**src/rtl/optical_rx_framer_pkg.sv**
```systemverilog
// Shared types and line constants for the optical receive framer.
// No logic or latency of its own; no backpressure.
package optrx_pkg;

  typedef enum logic [1:0] {
    IDLE  = 2'd0,
    START = 2'd1,
    DATA  = 2'd2,
    STOP  = 2'd3
  } optrx_state_e;

  localparam int OPT_DATA_BITS = 8;

  // Line polarity: light off while idle, on for the start bit, off for the stop bit.
  localparam logic OPT_IDLE_LVL  = 1'b0;
  localparam logic OPT_START_LVL = 1'b1;
  localparam logic OPT_STOP_LVL  = 1'b0;

  // LSB-first assembly: each new bit enters at the top and walks down.
  function automatic logic [OPT_DATA_BITS-1:0] opt_shift_in(
    input logic [OPT_DATA_BITS-1:0] cur,
    input logic                     bit_in
  );
    return {bit_in, cur[OPT_DATA_BITS-1:1]};
  endfunction

endpackage

```
**src/rtl/optical_rx_framer_if.sv**
```systemverilog
// Received-byte bus from the framer to the byte consumer.
// Pulses are single-cycle and unconditioned; the consumer has no backpressure.
interface optical_rx_framer_if;
  import optrx_pkg::*;

  logic [OPT_DATA_BITS-1:0] rx_data;
  logic                     rx_valid;
  logic                     rx_frame_err;
  logic                     rx_busy;

  modport master (
    output rx_data,
    output rx_valid,
    output rx_frame_err,
    output rx_busy
  );

  modport slave (
    input rx_data,
    input rx_valid,
    input rx_frame_err,
    input rx_busy
  );

endinterface

```
**src/rtl/optical_rx_framer_rise_tick.sv**
```systemverilog
// Turns the divided sample clock into a one-cycle enable on its rising edge.
// Latency: tick is combinational against one register; no backpressure.
module rise_tick (
  input  logic clock,
  input  logic reset,
  input  logic new_clock,
  output logic tick
);

  logic nc_d;

  always_ff @(posedge clock) begin
    if (reset) begin
      nc_d <= 1'b0;
    end else begin
      nc_d <= new_clock;
    end
  end

  assign tick = new_clock & ~nc_d;

endmodule

```
**src/rtl/optical_rx_framer.sv**
```systemverilog
// Start-bit aligned byte framer sampling the photodiode once per new_clock rise.
// Latency: pulse one cycle after the stop-sample tick; output is fire-and-forget, no backpressure.
module optical_rx_framer
  import optrx_pkg::*;
#(
  parameter int SAMPLES_PER_BIT = 4
) (
  input  logic                       clock,
  input  logic                       reset,
  input  logic                       new_clock,
  input  logic                       rx_in,
  optical_rx_framer_if.master        rx
);

  localparam int              CW        = $clog2(SAMPLES_PER_BIT);
  localparam logic [CW-1:0]   HALF_LAST = CW'(SAMPLES_PER_BIT / 2 - 1);
  localparam logic [CW-1:0]   BIT_LAST  = CW'(SAMPLES_PER_BIT - 1);
  localparam logic [2:0]      IDX_LAST  = 3'(OPT_DATA_BITS - 1);

  generate
    if (SAMPLES_PER_BIT < 2 || (SAMPLES_PER_BIT % 2) != 0) begin : g_bad_spb
      $error("SAMPLES_PER_BIT must be even and at least 2");
    end
  endgenerate

  logic [1:0]               sync_q;
  logic                     rx_sync;
  logic                     tick;

  optrx_state_e             state_q, state_d;
  logic [CW-1:0]            cnt_q, cnt_d;
  logic [2:0]               idx_q, idx_d;
  logic [OPT_DATA_BITS-1:0] shreg_q, shreg_d;
  logic [OPT_DATA_BITS-1:0] data_q, data_d;
  logic                     valid_q, valid_d;
  logic                     ferr_q, ferr_d;
  logic                     busy_q, busy_d;

  // rx_in is asynchronous to clock.
  always_ff @(posedge clock) begin
    if (reset) begin
      sync_q <= 2'b00;
    end else begin
      sync_q <= {sync_q[0], rx_in};
    end
  end

  assign rx_sync = sync_q[1];

  rise_tick u_rise_tick (
    .clock     (clock),
    .reset     (reset),
    .new_clock (new_clock),
    .tick      (tick)
  );

  always_ff @(posedge clock) begin
    if (reset) begin
      state_q <= IDLE;
      cnt_q   <= '0;
      idx_q   <= '0;
      shreg_q <= '0;
      data_q  <= '0;
      valid_q <= 1'b0;
      ferr_q  <= 1'b0;
      busy_q  <= 1'b0;
    end else begin
      state_q <= state_d;
      cnt_q   <= cnt_d;
      idx_q   <= idx_d;
      shreg_q <= shreg_d;
      data_q  <= data_d;
      valid_q <= valid_d;
      ferr_q  <= ferr_d;
      busy_q  <= busy_d;
    end
  end

  always_comb begin
    state_d = state_q;
    cnt_d   = cnt_q;
    idx_d   = idx_q;
    shreg_d = shreg_q;
    data_d  = data_q;
    valid_d = 1'b0;
    ferr_d  = 1'b0;

    if (tick) begin
      case (state_q)
        IDLE: begin
          if (rx_sync == OPT_START_LVL) begin
            state_d = START;
            cnt_d   = '0;
          end
        end

        // Re-check the start bit half a bit later; a short blip is dropped silently.
        START: begin
          if (cnt_q != HALF_LAST) begin
            cnt_d = cnt_q + 1'b1;
          end else if (rx_sync == OPT_START_LVL) begin
            state_d = DATA;
            cnt_d   = '0;
            idx_d   = '0;
          end else begin
            state_d = IDLE;
          end
        end

        DATA: begin
          if (cnt_q != BIT_LAST) begin
            cnt_d = cnt_q + 1'b1;
          end else begin
            shreg_d = opt_shift_in(shreg_q, rx_sync);
            cnt_d   = '0;
            idx_d   = idx_q + 3'd1;
            if (idx_q == IDX_LAST) begin
              state_d = STOP;
            end
          end
        end

        STOP: begin
          if (cnt_q != BIT_LAST) begin
            cnt_d = cnt_q + 1'b1;
          end else begin
            state_d = IDLE;
            cnt_d   = '0;
            if (rx_sync == OPT_STOP_LVL) begin
              data_d  = shreg_q;
              valid_d = 1'b1;
            end else begin
              ferr_d = 1'b1;
            end
          end
        end

        default: begin
          state_d = IDLE;
          cnt_d   = '0;
        end
      endcase
    end

    busy_d = (state_d != IDLE);
  end

  assign rx.rx_data      = data_q;
  assign rx.rx_valid     = valid_q;
  assign rx.rx_frame_err = ferr_q;
  assign rx.rx_busy      = busy_q;

endmodule

```
**src/flat_wrapper.sv**
```systemverilog
// flat-port wrapper written by rule: the top's interface ports become plain ports
module optical_rx_framer_flat import optrx_pkg::*;
#(
  parameter int SAMPLES_PER_BIT = 4
)
  (clock, reset, new_clock, rx_in, rx_rx_data, rx_rx_valid, rx_rx_frame_err, rx_rx_busy);
  optical_rx_framer_if rx_i ();
  input  logic clock;
  input  logic reset;
  input  logic new_clock;
  input  logic rx_in;
  output wire logic [$bits(rx_i.rx_data)-1:0] rx_rx_data;
  output wire logic [$bits(rx_i.rx_valid)-1:0] rx_rx_valid;
  output wire logic [$bits(rx_i.rx_frame_err)-1:0] rx_rx_frame_err;
  output wire logic [$bits(rx_i.rx_busy)-1:0] rx_rx_busy;
  assign rx_rx_data = rx_i.rx_data;
  assign rx_rx_valid = rx_i.rx_valid;
  assign rx_rx_frame_err = rx_i.rx_frame_err;
  assign rx_rx_busy = rx_i.rx_busy;
  optical_rx_framer #(.SAMPLES_PER_BIT(SAMPLES_PER_BIT)) u_core (.clock(clock), .reset(reset), .new_clock(new_clock), .rx_in(rx_in), .rx(rx_i));
endmodule
```
**config.mk**
```make
export PLATFORM = sky130hd
export DESIGN_NAME = optical_rx_framer_flat
export DESIGN_NICKNAME = d
export VERILOG_FILES = /design/src/rtl/optical_rx_framer_pkg.sv /design/src/rtl/optical_rx_framer_if.sv /design/src/rtl/optical_rx_framer_rise_tick.sv /design/src/rtl/optical_rx_framer.sv /design/src/flat_wrapper.sv
export SDC_FILE = /design/constraint.sdc
export NUM_CORES = 1
export LEC_CHECK = 0
export CORE_AREA = 2 2 57 80
export CTS_CLUSTER_SIZE = 8
export DETAILED_ROUTE_END_ITERATION = 16
export DIE_AREA = 0 0 59 82
export GPL_TIMING_DRIVEN = 1
export HOLD_SLACK_MARGIN = 0.03
export PLACE_DENSITY = 0.44
export SYNTH_ARGS = -nofsm -noshare
export SYNTH_HDL_FRONTEND = slang
export SYNTH_SLANG_ARGS = --single-unit
```
**constraint.sdc**
```tcl
create_clock -name clock -period 2.5 [get_ports clock]
set_input_delay 0.375 -clock clock [delete_from_list [all_inputs] [get_ports clock]]
set_output_delay 0.375 -clock clock [all_outputs]
set_load 0.1 [all_outputs]
```
==> impl_metrics.csv, run 1 <==
group,metric,value,unit
global_route,grt_overflow_total,0,
power,power_density,612,mW/mm^2
floorplanning,coreArea,0.00413,mm^2
placement,routabilityCongestion,0.765,
clocking,post_cts_buffers,0,
timing,tns,0,ps
drt,vias,879,
drt,routed_via_density,4.65,
clocking,clk_latency,280,ps
synthesis,syn_inst,126,
clocking,cts_resized,0,
global_route,grt_pass1_wl,3620,um
timing,clock-skew-final,4.56,ps
drt,drc,0,
clocking,ctsHtreeMaxLevel,2,
setup_path,arrival,1830,ps
power,combinationalPowerShare,3.7,%
power,p_sw,0.189,mW
synthesis,syn_nets,134,
floorplanning,initial_core_util,28.2,%
global_route,first_global_vias,785,
floorplanning,dieArea,0.00484,mm^2
synthesis,yosysWarnings,0,
floorplanning,dieWidth,59,um
power,ir_drop,0.000326,V
drt,dr.pass1.iters,4,
synthesis,ys_seq_area_share,49.8,%
power,seq_power_share,54.6,%
final_layout,design_area,0.00141,mm^2
run_status,status,"completed",
drt,post_drt_wl_per_cell,11.5,um
placement,hpwl,1570,um
synthesis,netlist_area,0.00116,mm^2
power,switching_share,22.0,%
timing,clock.fmax,603,MHz
final_layout,final_cell_mix,"29 x dfxtp_1, 21 x nand2_1, 15 x nor2_1, 14 x buf_4, 12 x a21oi_1",
final_layout,final_util,34.0,%
power,internal_power,0.671,mW
clocking,holdBufCountCts,0,
synthesis,synth_seq_cells,29,
setup_path,critPathCaptureType,"register",
final_layout,antenna_cells,0,
clocking,cts_made_buffers,5,
final_layout,nets,151,
timing,timing.hold.ws,440,ps
timing,slew_viol_final,0,
floorplanning,rows,28,
drt,drtIter0Drc,25,
clocking,path_clk_slew,60,ps
synthesis,syn_avg_cell_area,9.24,um^2
final_layout,area_growth,20.6,%
worst_hold_path,hold_class,"register to register",
timing,worst_pin_slew,524,ps
floorplanning,die_h,82,um
final_layout,nFillCells,447,
clocking,cts_buffer_depth,2,
global_route,grt_usage,10.3,%
final_layout,final_common_cell,"dfxtp_1",
global_route,antenna_found_initial,0,
timing,hold_viol,0,
clocking,tritoncts,"yes",
drt,drt_wl_total,2180,um
power,pwr-share-clk,41.7,%
run,cap_viol_max_count,0,
clocking,root_buffer,"clkbuf_8",
placement,port_buffers,14,
synthesis,yosysUniqueCellTypes,29,
drt,ant_nets,0,
timing,layout_min_cycle_time,1660,ps
timing,rsz0062_at_grt,"false",
timing,setup_viol,0,
timing,slew_headroom,65.0,%
clocking,clock_sinks,29,
power,leakage,0.533,nW
global_route,grt_max_degree,14,
placement,dpl-instance-area,0.00132,mm^2
setup_path,critPathKind,"register to register",
floorplanning,pin_count,15,
setup_path,cp_max_fo,8,
setup_path,required,2670,ps
timing,min_period_over_period,66.3,%
setup_path,cp-start-kind,"register",
final_layout,drive_above_1_share,16.7,%
## worst paths after layout
path	start	to	slack, ps	cells past startpoint
worst max-delay path	u_core.cnt_q[0]$_SDFFE_PP0P_	u_core.rx.rx_data[5]$_SDFFE_PP0P_	840	5
worst max register to register	u_core.cnt_q[0]$_SDFFE_PP0P_	u_core.rx.rx_data[5]$_SDFFE_PP0P_	840	5
worst min-delay path	u_core.sync_q[0]$_SDFF_PP0_	u_core.sync_q[1]$_SDFF_PP0_	440	1
worst min register to register	u_core.sync_q[0]$_SDFF_PP0_	u_core.sync_q[1]$_SDFF_PP0_	440	1
## routing by layer
layer | GRT usage [%] | wire length [um] | vias up
met5 | 0 | 0 | -
li1 | - | - | 459
met4 | 6.14 | 55 | 0
met3 | 3.78 | 90 | 5
met2 | 16.3 | 1110 | 14
met1 | 11.7 | 921 | 401
## state kept, by name, indices dropped and copies added (netlist names), 2 cells and up
register	count
u_core.cnt_q	2
u_core.idx_q	3
u_core.rx.rx_data	8
u_core.shreg_q	8
u_core.state_q	2
u_core.sync_q	2
## metrics by stage
stage          setup slack, ps  power [mW]  std cells
2_1_floorplan             1040       0.500        126
4_1_cts                    801       0.878        189
5_1_grt                    666       0.897        189
6_report                   842       0.860        189
3_5_place_dp               568       0.512        181
3_3_place_gp               599       0.511        181
## logic make-up (layout without fill, tap and decap cells)
group	count (synthesis)	in the layout	synth area share, %
AO/OA/AOI/OAI	21	21	10.2
adder cells (fa/ha/maj)	4	4	4.30
buffers and inverters	9	27	3.54
flip-flops	29	29	49.8
multiplexers	10	10	8.59
AND/OR/NAND/NOR	53	53	23.5
## power by group through the flow
stage / logic (mW) / clock network, mW / registers, mW
2_1_floorplan: 0.0192 / 0 / 0.481
6_report: 0.0315 / 0.359 / 0.470
3_5_place_dp: 0.0318 / 0 / 0.480
4_1_cts: 0.0318 / 0.377 / 0.470
3_3_place_gp: 0.0314 / 0 / 0.480
5_1_grt: 0.0346 / 0.392 / 0.470
## area by class of cell
cell class / count / area, um^2 / area share, %
Timing Repair Buffer: 17 / 135 / 9.62
Clock inverter: 2 / 10.0 / 0.712
Tap cell: 45 / 56.3 / 4.01
Clock buffer: 6 / 72.6 / 5.16
Inverter: 2 / 7.51 / 0.534
Sequential cell: 29 / 581 / 41.3
Multi-Input combinational cell: 88 / 543 / 38.6
## Yosys cell counts (all sizes together)
| cell type | instances | area (um^2) |
|---|---|---|
| dfxtp | 29 | 581 |
| nand2 | 22 | 85.1 |
| nor2 | 15 | 56.3 |
| a21oi | 12 | 60.1 |
| mux2i | 10 | 100 |
| nor2b | 5 | 31.3 |
| buf | 4 | 22.5 |
| ha | 4 | 50.1 |
| clkbuf | 3 | 11.3 |
| o21ai | 3 | 15.0 |
| a22oi | 2 | 15.0 |
| inv | 2 | 7.51 |
| nor3 | 2 | 21.3 |
| a31oi | 1 | 6.26 |
| and2b | 1 | 7.51 |
| and3b | 1 | 8.76 |
| and4b | 1 | 10.0 |
| nand2b | 1 | 6.26 |
| nand3b | 1 | 20.0 |
| nand4 | 1 | 6.26 |
| nor4 | 1 | 6.26 |
| nor4b | 1 | 8.76 |
| o221ai | 1 | 8.76 |
| o22ai | 1 | 6.26 |
| o31ai | 1 | 7.51 |
| or3 | 1 | 6.26 |
## critical path: stages (launching register included)
cell and delay [ps]:
dfxtp_1 370, ha_1 270, nand2_2 130, nor3_4 480, mux2i_1 250, nor2_1 50
No activity file was read; power rests on OpenSTA's default activity.
==> inputs of run 2 (changes only) <==
- PLACE_DENSITY: 0.44 -> 0.46
- clock period: 2.5 -> 1.3 ns (I/O delays scaled with it)
==> run 2 against run 1 <==
The run now ends with setup timing left. First-iteration DRC count is 24% lower. Critical path depth grew 1. Final area grew 23%. Via count grew 8.5%. Cell count rose by 6.9%. Routed wire length grew 14%. Non-clock buffer count rose by 13. Global-route usage rose by 2.3 points.
==> impl_metrics.csv, run 2 (synthesis results as in run 1) <==
group,metric,value,unit
power,switching_share,21.6,%
timing,hold_viol,0,
timing,worst_slack,-12.5,ps
global_route,antenna_found_initial,0,
worst_hold_path,min_from,"new_clock",
clocking,root_buffer,"clkbuf_8",
floorplanning,pin_count,15,
setup_path,required,1510,ps
worst_hold_path,holdPathStages,2,
clocking,holdBufCountCts,0,
timing,slew_headroom,84.1,%
worst_hold_path,whs_endpoint,"u_core.u_rise_tick.nc_d$_SDFF_PP0_",
drt,routed_via_density,4.72,
worst_hold_path,hold_class,"input pin to register",
timing,rsz0062_at_grt,"true",
floorplanning,dieArea,0.00484,mm^2
power,seq_power_share,50.1,%
setup_path,regToRegEndpoint,"u_core.cnt_q[0]$_SDFFE_PP0P_",
drt,ant_nets,0,
power,ir_drop,0.000652,V
placement,hpwl,1710,um
power,internal_power,1.41,mW
clocking,ctsHtreeMaxLevel,2,
timing,slew_viol_final,0,
final_layout,design_area,0.00173,mm^2
timing,clock.fmax,762,MHz
final_layout,nets,164,
timing,clock-skew-final,6.38,ps
final_layout,antenna_cells,0,
setup_path,crit_chain,"inv_1, ha_2, nor2b_2, mux2i_1, or3_1, a21oi_2",
timing,layout_min_cycle_time,1310,ps
setup_path,cp_slowest_cell,"dfxtp_4",
timing,setup_viol,1,
final_layout,area_growth,48.9,%
floorplanning,initial_core_util,28.2,%
power,power_density,1040,mW/mm^2
final_layout,final_cell_mix,"24 x dfxtp_1, 20 x nand2_1, 15 x nor2_1, 15 x buf_4, 12 x buf_12",
power,pwr-share-clk,45.2,%
global_route,grt_overflow_total,0,
clocking,clock_sinks,29,
timing,min_period_over_period,101,%
global_route,grt_usage,12.6,%
drt,drc,0,
timing,worst_pin_slew,235,ps
setup_path,critPathCaptureType,"register",
placement,port_buffers,14,
global_route,first_global_vias,1005,
power,combinationalPowerShare,4.7,%
clocking,path_clk_slew,60,ps
clocking,clk_latency,280,ps
run_status,failed_checks,"setup timing",
setup_path,max_stage_delay,360,ps
placement,routabilityCongestion,0.731,
floorplanning,coreArea,0.00413,mm^2
power,leakage,0.656,nW
final_layout,final_common_cell,"dfxtp_1",
drt,drt_wl_total,2490,um
drt,vias,954,
timing,timing.hold.ws,382,ps
floorplanning,rows,28,
setup_path,reg2reg_slack,-10,ps
setup_path,cp-start-kind,"register",
setup_path,r2r_start,"u_core.cnt_q[1]$_SDFFE_PP0P_",
run,cap_viol_max_count,0,
drt,post_drt_wl_per_cell,12.3,um
setup_path,cp_max_fo,3,
final_layout,drive_above_1_share,33.1,%
clocking,cts_made_buffers,5,
floorplanning,dieWidth,59,um
setup_path,setup.worst_path.start,"u_core.cnt_q[1]$_SDFFE_PP0P_",
clocking,tritoncts,"yes",
placement,place_ws,-318,ps
global_route,grt_max_degree,13,
power,p_sw,0.388,mW
setup_path,arrival,1520,ps
clocking,cts_buffer_depth,2,
drt,dr.pass1.iters,4,
floorplanning,die_h,82,um
setup_path,ff2ff_path_depth,6,
setup_path,critPathKind,"register to register",
run_status,status,"finished, violations left",
global_route,grt_pass1_wl,4550,um
placement,dpl-instance-area,0.00156,mm^2
drt,drtIter0Drc,19,
run 2: layer usage:
metal,routed length (um),global-route usage (%)
met5,0,0
met4,68,7.95
met3,101,4.09
met2,1240,20.3
met1,1080,14.0
run 2: worst max-delay path by stage:
stage                                              to  depth (start not counted)  slack, ps
floorplan           u_core.rx.rx_data[0]$_SDFFE_PP0P_                          5         -5
global placement    u_core.rx.rx_data[6]$_SDFFE_PP0P_                          6       -280
detailed placement  u_core.rx.rx_data[0]$_SDFFE_PP0P_                          6       -320
CTS                      u_core.cnt_q[0]$_SDFFE_PP0P_                          6         -8
global route             u_core.cnt_q[0]$_SDFFE_PP0P_                          6       -110
finish                   u_core.cnt_q[0]$_SDFFE_PP0P_                          6        -10
run 2: worst max-delay path: cells and delay by family (launching register included):
| family | cells | cell delay [ps] |
|---|---|---|
| compound gates | 1 | 120 |
| buf+inv | 1 | 40 |
| fa+ha+maj | 1 | 190 |
| mux | 1 | 70 |
| simple gates | 2 | 450 |
| flops | 1 | 360 |
run 2: power by group through the flow:
stage	Combinational, mW	Clock (mW)	Sequential (mW)
after floorplan	0.0376	0	0.925
after global placement	0.0736	0	0.923
after detailed placement	0.0748	0	0.923
after CTS	0.0826	0.841	0.904
after global routing	0.0925	0.883	0.904
final	0.0853	0.814	0.903
run 2: area by class of cell:
type / instances / area [um^2]
multi-input combinational: 88 / 598
clock inverter: 1 / 5.00
tap: 45 / 56.3
inverter: 2 / 7.51
fill: 427 / 2400
clock buffer: 7 / 96.3
sequential: 29 / 589
timing repair buffer: 30 / 382
run 2: per-stage QoR:
step	std cells	utilization [%]	setup TNS (ps)	power, mW
4_1_cts	202	41.3	-7.76	1.83
2_1_floorplan	126	-	-41.7	0.962
3_3_place_gp	190	37.8	-5880	0.997
3_5_place_dp	190	37.8	-6670	0.998
5_1_grt	202	41.9	-1190	1.88
6_report	202	41.9	-12.5	1.80
run 2: timing repair:
item	CTS	global route
pin swaps	2	1
endpoints found under the setup margin	13	22
resized for setup	9	7
endpoints found under the hold margin	0	0
gates cloned	1	0
setup buffers	3	0
==> inputs of run 3 (changes only) <==
- CELL_PAD_IN_SITES_DETAIL_PLACEMENT: unset -> 1
- CELL_PAD_IN_SITES_GLOBAL_PLACEMENT: unset -> 2
- PLACE_DENSITY: 0.46 -> 0.68
==> run 3 against run 2 <==
The run now ends clean. Non-clock buffer count up 1. Utilization increased by 1.8 points. Global-route usage rose by 1.1 points. First-iteration DRC count is 16% higher. Setup slack gained 14 ps. Clock skew grew 2.1 ps. Cell count increased by 0.50%. Final area grew 4.3%. Register-to-register slack hardly changed. Sequential share of layout area shrank 1.3 points. Critical path depth stayed put. Via count grew 3.6%.
==> impl_metrics.csv, run 3 (synthesis results as in run 1) <==
group,metric,value,unit
drt,drt_wl_total,3030,um
power,power,1.94,mW
clocking,tritoncts,"yes",
power,seq_power_share,46.4,%
setup_path,crit_chain,"ha_4, nand2_4, nor3_4, buf_12, mux2i_1, nor2_1",
drt,post_drt_wl_per_cell,14.9,um
clocking,ctsHtreeMaxLevel,2,
drt,vias,988,
power,combinationalPowerShare,4.7,%
global_route,antenna_found_initial,0,
power,switching_share,22.2,%
setup_path,arrival,1470,ps
floorplanning,initial_core_util,28.2,%
clocking,cts_made_buffers,5,
global_route,grt_max_degree,22,
drt,drtIter0Drc,22,
drt,routed_via_density,4.87,
timing,rsz0062_at_grt,"true",
final_layout,area_growth,55.3,%
floorplanning,dieArea,0.00484,mm^2
floorplanning,dieWidth,59,um
placement,port_buffers,14,
power,pwr-share-clk,48.8,%
floorplanning,pin_count,15,
power,ir_drop,0.000582,V
placement,routabilityCongestion,0.705,
worst_hold_path,hold_class,"input pin to register",
global_route,grt_usage,13.7,%
setup_path,cp-start-kind,"register",
power,leakage,0.677,nW
clocking,clk_latency,280,ps
timing,min_period_over_period,99.8,%
global_route,grt_pass1_wl,4910,um
clocking,clock_sinks,29,
drt,dr.pass1.iters,4,
timing,tns,0,ps
timing,worst_slack,1.96,ps
global_route,grt_overflow_total,0,
setup_path,critPathCaptureType,"register",
timing,layout_min_cycle_time,1300,ps
setup_path,max_stage_delay,380,ps
setup_path,cp_max_fo,8,
run_status,status,"completed",
floorplanning,coreArea,0.00413,mm^2
placement,hpwl,2090,um
clocking,path_clk_slew,70,ps
drt,drc,0,
clocking,root_buffer,"clkbuf_8",
drt,ant_nets,0,
final_layout,final_cell_mix,"24 x dfxtp_1, 20 x nand2_1, 15 x nor2_1, 13 x buf_4, 13 x buf_12",
final_layout,nets,165,
placement,place_ws,-329,ps
timing,slew_viol_final,0,
timing,worst_pin_slew,302,ps
floorplanning,rows,28,
final_layout,final_common_cell,"dfxtp_1",
clocking,cts_buffer_depth,2,
timing,hold_viol,0,
setup_path,required,1480,ps
setup_path,cp_slowest_cell,"dfxtp_4",
timing,slew_headroom,79.6,%
global_route,first_global_vias,1064,
timing,clock-skew-final,8.49,ps
setup_path,critPathKind,"register to register",
power,power_density,1070,mW/mm^2
final_layout,drive_above_1_share,36.1,%
timing,clock.fmax,770,MHz
run,cap_viol_max_count,0,
power,internal_power,1.51,mW
timing,setup_viol,0,
floorplanning,die_h,82,um
final_layout,antenna_cells,0,
power,p_sw,0.430,mW
## run 3: cell types whose count changed in the layout (fill, tap and decap cells not counted), sizes merged
cell	before	now
clkbuf	7	5
bufinv	0	1
clkinvlp	0	1
buf	27	28
## run 3: worst max-delay path: cells and delay by family, from the launching register on
kind	cells	cell delay [ps]
fa+ha+maj	1	180
mux	1	190
buf+inv	1	160
flops	1	380
simple gates	3	280
## run 3: final cells by class
class                   count  area [um^2]
fillers                   463         2320
multi-input cells          88          629
flip-flops and latches     29          592
repair buffers             31          409
clock buffers               5         68.8
well taps                  45         56.3
clock inverters             3         46.3
inverters                   2         7.51
## run 3: worst paths after layout
| check | startpoint | endpoint | slack (ps) | cells after the start |
|---|---|---|---|---|
| setup reg to reg | u_core.cnt_q[0]$_SDFFE_PP0P_ | u_core.rx.rx_data[7]$_SDFFE_PP0P_ | 2 | 6 |
| hold reg to reg | u_core.sync_q[0]$_SDFF_PP0_ | u_core.sync_q[1]$_SDFF_PP0_ | 440 | 1 |
| setup / recovery | u_core.cnt_q[0]$_SDFFE_PP0P_ | u_core.rx.rx_data[7]$_SDFFE_PP0P_ | 2 | 6 |
| hold / removal | new_clock | u_core.u_rise_tick.nc_d$_SDFF_PP0_ | 410 | 2 |
## run 3: per-stage QoR
stage	instances	util (%)	cell area, um^2	hold slack, ps
4_1_cts	202	42.7	1760	409
3_5_place_dp	190	38.1	1580	452
2_1_floorplan	126	-	1190	323
5_1_grt	203	43.8	1810	414
6_report	203	43.8	1810	415
3_3_place_gp	190	38.1	1580	420
## run 3: power groups by stage
stage	Sequential (mW)	Clock, mW	Combinational, mW
5_1_grt	0.900	1.02	0.0985
4_1_cts	0.899	0.985	0.0876
2_1_floorplan	0.925	0	0.0376
6_report	0.900	0.947	0.0916
3_3_place_gp	0.922	0	0.0768
3_5_place_dp	0.923	0	0.0797
## run 3: layer usage
metal / vias up / track usage, % / routed length, um
met3: 5 / 3.62 / 94
li1: 487 / - / -
met2: 14 / 23.8 / 1660
met4: 0 / 6.82 / 60
met5: - / 0 / 0
met1: 482 / 15.2 / 1220
## run 3: repair_timing
item / in CTS / in global routing
gates cloned: 0 / 1
pin swaps: 6 / 5
setup endpoints to repair: 10 / 22
buffers inserted: 4 / 0
resized for setup: 14 / 11
hold buffers: 0 / 0
